$ cat config.mk
export PLATFORM = sky130hd
export DESIGN_NAME = key_press_conditioner_flat
export DESIGN_NICKNAME = d
export VERILOG_FILES = /design/src/rtl/key_press_conditioner_pkg.sv /design/src/rtl/key_press_conditioner_if.sv /design/src/rtl/key_press_conditioner_debounce.sv /design/src/rtl/key_press_conditioner.sv /design/src/flat_wrapper.sv
export SDC_FILE = /design/constraint.sdc
export NUM_CORES = 1
export LEC_CHECK = 0
export CORE_MARGIN = 3
export CORE_UTILIZATION = 40
export DETAILED_ROUTE_END_ITERATION = 6
export PLACE_DENSITY = 0.58
export SLEW_MARGIN = 10
export SYNTH_ARGS = -nofsm -noshare
export SYNTH_HDL_FRONTEND = slang
export SYNTH_SLANG_ARGS = --single-unit
$ cat constraint.sdc
create_clock -name clk -period 4.4 [get_ports clk]
set_input_delay 0.88 -clock clk [delete_from_list [all_inputs] [get_ports clk]]
set_output_delay 0.88 -clock clk [all_outputs]
set_load 0.02 [all_outputs]
$ cat src/rtl/key_press_conditioner_pkg.sv
// Shared types and defaults for the tug-of-war button input stage.
// The key state doubles as the accepted (debounced) button level.
package tow_pkg;

    typedef enum logic {
        KEY_RELEASED = 1'b0,
        KEY_PRESSED  = 1'b1
    } key_state_t;

    localparam int DEBOUNCE_DEFAULT = 16;

endpackage

$ cat src/rtl/key_press_conditioner_if.sv
// Button-side and move-pulse-side signals of the key press conditioner.
// The master drives the raw active-low keys; the slave returns the move pulses.
interface key_press_conditioner_if;

    logic KEY_L;
    logic KEY_R;
    logic L;
    logic R;

    modport master (
        output KEY_L,
        output KEY_R,
        input  L,
        input  R
    );

    modport slave (
        input  KEY_L,
        input  KEY_R,
        output L,
        output R
    );

endinterface

$ cat src/rtl/key_press_conditioner_debounce.sv
// One button channel: 2-flop synchroniser, debounce counter, and a press FSM
// that emits a single registered pulse per accepted press.
module key_debounce_pulse
    import tow_pkg::*;
#(
    parameter int DEBOUNCE_CYCLES = DEBOUNCE_DEFAULT
) (
    input  logic clk,
    input  logic reset,
    input  logic key_n,
    output logic pulse
);

    localparam int CNT_W = $clog2(DEBOUNCE_CYCLES + 1);
    localparam logic [CNT_W-1:0] COUNT_LAST = CNT_W'(DEBOUNCE_CYCLES - 1);

    logic             syncMeta_q;
    logic             syncLevel_q;
    logic [CNT_W-1:0] count_q;
    logic [CNT_W-1:0] count_d;
    key_state_t       state_q;
    key_state_t       sampled;
    logic             levelAccepted;
    logic             pulse_q;

    // A synced level differing from the accepted one must persist for
    // DEBOUNCE_CYCLES consecutive edges; any return to the accepted level
    // clears the count so short glitches are never accepted.
    always_comb begin
        sampled       = key_state_t'(syncLevel_q);
        count_d       = count_q;
        levelAccepted = 1'b0;
        if (sampled == state_q) begin
            count_d = '0;
        end else if (count_q == COUNT_LAST) begin
            count_d       = '0;
            levelAccepted = 1'b1;
        end else begin
            count_d = count_q + CNT_W'(1);
        end
    end

    // Reset treats the key as already pressed, so a key held through reset
    // must be seen released before it can generate a move.
    always_ff @(posedge clk) begin
        if (reset) begin
            syncMeta_q  <= 1'b1;
            syncLevel_q <= 1'b1;
            count_q     <= '0;
            state_q     <= KEY_PRESSED;
            pulse_q     <= 1'b0;
        end else begin
            syncMeta_q  <= ~key_n;
            syncLevel_q <= syncMeta_q;
            count_q     <= count_d;
            pulse_q     <= 1'b0;
            case (state_q)
                KEY_RELEASED: begin
                    if (levelAccepted) begin
                        state_q <= KEY_PRESSED;
                        pulse_q <= 1'b1;
                    end
                end
                KEY_PRESSED: begin
                    if (levelAccepted) begin
                        state_q <= KEY_RELEASED;
                    end
                end
                default: state_q <= KEY_PRESSED;
            endcase
        end
    end

    assign pulse = pulse_q;

endmodule

$ cat src/rtl/key_press_conditioner.sv
// Input stage for the tug-of-war game: two independent button channels
// turning raw active-low keys into one move pulse per press.
module key_press_conditioner
    import tow_pkg::*;
#(
    parameter int DEBOUNCE_CYCLES = DEBOUNCE_DEFAULT
) (
    input  logic                    clk,
    input  logic                    reset,
    key_press_conditioner_if.slave  keyIf
);

    key_debounce_pulse #(
        .DEBOUNCE_CYCLES(DEBOUNCE_CYCLES)
    ) leftChannel (
        .clk   (clk),
        .reset (reset),
        .key_n (keyIf.KEY_L),
        .pulse (keyIf.L)
    );

    key_debounce_pulse #(
        .DEBOUNCE_CYCLES(DEBOUNCE_CYCLES)
    ) rightChannel (
        .clk   (clk),
        .reset (reset),
        .key_n (keyIf.KEY_R),
        .pulse (keyIf.R)
    );

endmodule

$ cat src/flat_wrapper.sv
// flat-port wrapper written by rule: the top's interface ports become plain ports
module key_press_conditioner_flat import tow_pkg::*;
#(
    parameter int DEBOUNCE_CYCLES = DEBOUNCE_DEFAULT
)
  (clk, reset, keyIf_KEY_L, keyIf_KEY_R, keyIf_L, keyIf_R);
  key_press_conditioner_if keyIf_i ();
  input  logic clk;
  input  logic reset;
  input wire logic [$bits(keyIf_i.KEY_L)-1:0] keyIf_KEY_L;
  input wire logic [$bits(keyIf_i.KEY_R)-1:0] keyIf_KEY_R;
  output wire logic [$bits(keyIf_i.L)-1:0] keyIf_L;
  output wire logic [$bits(keyIf_i.R)-1:0] keyIf_R;
  assign keyIf_i.KEY_L = keyIf_KEY_L;
  assign keyIf_i.KEY_R = keyIf_KEY_R;
  assign keyIf_L = keyIf_i.L;
  assign keyIf_R = keyIf_i.R;
  key_press_conditioner #(.DEBOUNCE_CYCLES(DEBOUNCE_CYCLES)) u_core (.clk(clk), .reset(reset), .keyIf(keyIf_i));
endmodule
==> flow_summary_export.csv, run 1 <==
group,metric,value,unit
status,status,"complete, no violations",
layout,antenna_cells,0,
synth,ys_warn_count,0,
layout,final_nets,76,
drt,via_count,390,
synth,synth_cells,58,
layout,layout_common_cells,"18 x dfxtp_1, 10 x nor2_1, 5 x clkdlybuf4s50_1",
grt,grt_overflow_total,0,
synth,yosysUniqueCellTypes,14,
sta,relSlewSlack,0.8078,
grt,antenna_found_initial,0,
grt,grt_pass1_vias,360,
sta,rsz0062_at_grt,"no",
sta,max_freq,0.4846,GHz
critical_path,path_class,"reg -> out",
cts,cts_made_buffers,3,
cts,root_buffer,"clkbuf_4",
synth,synthesis.area,643.1,sq um
critical_path,cp_top_family,"buffers and inverters",
synth,synth_fp_nets,66,
hold_path,hold_path.class,"reg -> reg",
sta,hold_viol_final,0,
cts,ctsResizeCount,0,
drt,routedWlPerCell,10.65,microns
cts,clock_path_buffers,2,
critical_path,cp_cell_sequence,"clkdlybuf4s50_1",
synth,avgSynthCellArea,11.09,sq um
drt,drt_iter0_drc,0,
layout,area_growth,14.20,%
grt,grt_pass1_wl,1531,microns
floorplan,start_util,0.4597,
sta,tightest_slew,287.4,ps
cts,path_clk_slew,90,ps
sta,fin_crit,2064,ps
critical_path,critPathMaxFanout,1,
synth,yosysSeqAreaShare,0.5603,
power_and_ir_drop,ir_drop,193.3,uV
floorplan,row_count,13,
layout,layout.cells.non_filler,81,
floorplan,core,1399,sq um
drt,drtAntennaViolNets,0,
cts,ctsHoldBuffers,0,
floorplan,ios,6,
sta,fin_crit_sh,0.4690,
floorplan,die_width,46.10,microns
sta,clock_skew,0.8874,ps
floorplan,die-area,2125,sq um
critical_path,required,3520,ps
power_and_ir_drop,cellPowerDensity,339.6,nW/um^2
floorplan,dieHeight,46.10,microns
sta,slew_violations,0,
sta,setup_viol,0,
place,hpwl,596.7,microns
critical_path,crit_buf_inv,1,
run,drv_cap,0,
sta,final.setup.tns,0,ps
grt,grtUsageMet2,0.1538,
critical_path,cp.arrival,1180,ps
critical_path,critPathCaptureType,"output pin",
place,port_buffers,5,
critical_path,cp_slowest_cell,"clkdlybuf4s50_1",
grt,met3_usage,0.03516,
grt,grt_usage,0.1073,
layout,drive_gt1_frac,0.1667,
drt,drc,0,
place,place.gp.congestion,0.6768,
grt,top_usage_layer,"met2",
cts,clkSinkCount,18,
grt,met1_usage,0.1292,
cts,htreeDepth,1,
layout,final_common_cell,"dfxtp_1",
grt,grt_max_degree,11,
power_and_ir_drop,power.leakage,0.2835,nW
cts,cts_setup_buffers,0,
drt,vias_per_cell,4.815,
cts,clk_latency,280,ps
drt,drtPass1Iterations,1,
cts,tritoncts,"yes",
critical_path,max_stage_delay,590,ps
layout,final_util,0.5250,
synth,ys_ff_latch,18,
critical_path,critPathLaunchType,"register",
place,dp_cells,78,
drt,routed_wirelength,863,microns
Yosys cell counts, drive strengths merged:
cell type	count	area, sq um
a211o	2	20.02
and3	2	12.51
and4bb	2	25.02
dfxtp	18	360.4
ha	4	50.05
inv	4	15.01
nand2b	2	12.51
nand3	2	10.01
nor2	10	37.54
nor2b	2	12.51
or2	2	12.51
or3	2	22.52
xnor2	4	35.03
xor2	2	17.52
cells by family (layout without fill, tap and decap cells):
kind of cell	after synthesis	after routing	synth area share
xor+xnor	6	6	0.08171
flops	18	18	0.5603
compound gates	2	2	0.03113
buf+inv	4	12	0.02334
simple gates	24	24	0.2257
fa+ha+maj	4	4	0.07782
power by group:
part           leakage [nW]  internal, mW  switching (mW)
Sequential            0.146         0.165         0.00128
Clock                0.0138        0.0317          0.0440
Combinational         0.124       0.00477         0.00268
stage by stage:
step	hold slack, ps	total power [mW]	setup WS (ps)	cell area [sq um]
after floorplan	389.5	0.1734	2935	643.1
after global placement	396.9	0.1776	2337	711.9
after detailed placement	398.3	0.1776	2315	711.9
after CTS	428.2	0.2554	2313	734.5
after global routing	456.1	0.2648	2275	734.5
final	424.1	0.2494	2336	734.5
worst reg2reg max path, stage by stage (launching register included):
cell,delay [ps]
dfxtp_1,330
ha_1,230
and3_1,200
ha_1,220
or3_4,430
nor2_1,110
metal layers:
layer / routed length, microns / part of all wire / vias up
met5: 0 / 0 / -
met4: 16 / 0.019 / 0
met3: 29 / 0.034 / 2
met2: 397 / 0.46 / 4
met1: 420 / 0.49 / 175
li1: - / - / 209
worst paths after layout:
kind                            startpoint                             to  slack, ps  depth (start not counted)
max               u_core.leftChannel.pulse                        keyIf_L       2340                          1
min          u_core.leftChannel.syncMeta_q     u_core.leftChannel.sampled        420                          1
max reg2reg  u_core.leftChannel.count_q[0]  u_core.leftChannel.count_q[3]       2810                          5
min reg2reg  u_core.leftChannel.syncMeta_q     u_core.leftChannel.sampled        420                          1
cell type report:
cell class,instances,area (sq um)
fill,136,664.4
inverter,4,15.01
sequential,18,360.3
clock buffer,3,22.52
timing repair buffer,5,50.05
tap,15,18.77
multi-input combinational,36,267.8
Note: power is estimated with default switching activity, not from simulation.
==> inputs of run 2 (changes only) <==
PLACE_DENSITY = 0.6   (was 0.58)
clock period = 1.7 ns   (was 4.4 ns; I/O delays follow)
==> run 2 against run 1 <==
Global-route usage is 0.26 points higher. Via count is 2.6% lower. Critical path depth is 4 higher. Setup slack worse by 2200 ps. Worst hold slack worse by 5.7 ps. Utilization stayed put. Clock-buffer cell count stayed put. First-iteration DRC count is 3 higher.
==> flow_summary_export.csv, run 2 (same netlist as run 1, synthesis figures left out) <==
group,metric,value,unit
critical_path,cp_top_family,"simple AND/OR/NAND/NOR gates",
cts,cts_setup_buffers,0,
cts,path_clk_slew,90,ps
cts,htreeDepth,1,
cts,tritoncts,"yes",
layout,layout_common_cells,"18 x dfxtp_1, 10 x nor2_1, 5 x clkdlybuf4s50_1",
critical_path,crit_end,"u_core.rightChannel.count_q[3]",
critical_path,cp.arrival,1800,ps
sta,final.setup.tns,0,ps
critical_path,critPathLaunchType,"register",
critical_path,critPathMaxFanout,5,
grt,grt_pass1_wl,1552,microns
critical_path,r2r-start,"u_core.rightChannel.count_q[0]",
layout,final_common_cell,"dfxtp_1",
critical_path,critPathCaptureType,"register",
critical_path,required,1930,ps
cts,cts_made_buffers,3,
floorplan,dieHeight,46.10,microns
layout,drive_gt1_frac,0.1667,
sta,clock_skew,3.425,ps
cts,clk_latency,290,ps
sta,tightest_slew,288.8,ps
sta,max_freq,0.6399,GHz
grt,antenna_found_initial,0,
power_and_ir_drop,cellPowerDensity,885.2,nW/um^2
drt,drtAntennaViolNets,0,
drt,drc,0,
critical_path,cpMostUsedCell,"ha_1",
place,hpwl,584.4,microns
cts,ctsHoldBuffers,0,
cts,clkSinkCount,18,
critical_path,r2r_slack,140,ps
cts,root_buffer,"clkbuf_4",
floorplan,start_util,0.4597,
drt,routed_wirelength,841,microns
cts,ctsResizeCount,0,
critical_path,cp_num_cells,5,
layout,antenna_cells,0,
grt,grt_pass1_vias,372,
place,dp_cells,78,
layout,final_nets,76,
floorplan,core,1399,sq um
critical_path,crit_start,"u_core.rightChannel.count_q[0]",
critical_path,max_stage_delay,420,ps
sta,setup_viol,0,
critical_path,rr_endpoint,"u_core.rightChannel.count_q[3]",
layout,final_util,0.5250,
sta,fin_crit,1563,ps
layout,fill_cells,130,
floorplan,row_count,13,
power_and_ir_drop,power,650.2,uW
place,port_buffers,5,
grt,grt_overflow_total,0,
grt,grt_max_degree,11,
hold_path,hold_path.class,"reg -> reg",
cts,clock_path_buffers,2,
drt,routedWlPerCell,10.38,microns
sta,hold_viol_final,0,
power_and_ir_drop,power.leakage,0.2835,nW
sta,fin_crit_sh,0.9193,
layout,layout.cells.non_filler,81,
critical_path,cp_slowest_cell,"or3_4",
status,status,"complete, no violations",
layout,area_growth,14.20,%
sta,slew_violations,0,
floorplan,die-area,2125,sq um
floorplan,die_width,46.10,microns
critical_path,crit_buf_inv,0,
run,drv_cap,0,
sta,relSlewSlack,0.8069,
critical_path,rr_worst_depth,5,
critical_path,path_class,"reg -> reg",
drt,drtPass1Iterations,2,
grt,grt_usage,0.1099,
critical_path,cp_cell_sequence,"ha_1, and3_1, ha_1, or3_4, nor2_1",
sta,rsz0062_at_grt,"no",
drt,drt_iter0_drc,3,
power_and_ir_drop,ir_drop,528.5,uV
place,place.gp.congestion,0.7445,
drt,via_count,380,
drt,vias_per_cell,4.691,
floorplan,ios,6,
run 2: final cells by class:
| cell class | count | area [sq um] | share of cell area |
|---|---|---|---|
| tap | 15 | 18.77 | 0.02555 |
| inverter | 4 | 15.01 | 0.02044 |
| multi-input combinational | 36 | 267.8 | 0.3646 |
| clock buffer | 3 | 22.52 | 0.03066 |
| sequential | 18 | 360.3 | 0.4906 |
| timing repair buffer | 5 | 50.05 | 0.06814 |
run 2: through the flow:
step / cell area, sq um / worst slack, ps / hold WS [ps]
final: 734.5 / 137.2 / 418.4
after global routing: 734.5 / 22.18 / 426.4
after CTS: 734.5 / 116.7 / 423.4
after detailed placement: 711.9 / 134.3 / 399.7
after global placement: 711.9 / 146.3 / 394.9
after floorplan: 643.1 / 235.4 / 389.5
run 2: power breakdown:
group	internal (mW)	switching, mW	total [mW]
clock	0.0824	0.118	0.200
combinational	0.0124	0.00704	0.0194
sequential	0.427	0.00316	0.430
total	0.522	0.128	0.650
run 2: metal layers:
layer	track usage	vias to the layer above	share of wire
li1	-	205	-
met5	0	-	0
met3	0.02344	4	0.033
met4	0.1193	0	0.034
met2	0.1648	6	0.43
met1	0.1202	165	0.50
run 2: worst min-delay path by stage:
| stage | from | to | slack [ps] | depth (start not counted) |
|---|---|---|---|---|
| after global routing | u_core.rightChannel.syncMeta_q | u_core.rightChannel.sampled | 430 | 1 |
| after detailed placement | u_core.rightChannel.syncMeta_q | u_core.rightChannel.sampled | 400 | 1 |
| after CTS | u_core.leftChannel.syncMeta_q | u_core.leftChannel.sampled | 420 | 1 |
| final | u_core.leftChannel.syncMeta_q | u_core.leftChannel.sampled | 420 | 1 |
| after global placement | u_core.leftChannel.syncMeta_q | u_core.leftChannel.sampled | 390 | 1 |
| after floorplan | u_core.leftChannel.syncMeta_q | u_core.leftChannel.sampled | 390 | 1 |
==> inputs of run 3 (changes only) <==
REMOVE_ABC_BUFFERS = 1   (was unset)
==> results of run 3 <==
Same layout as run 2: the final DEF is identical, and so are final timing and power.
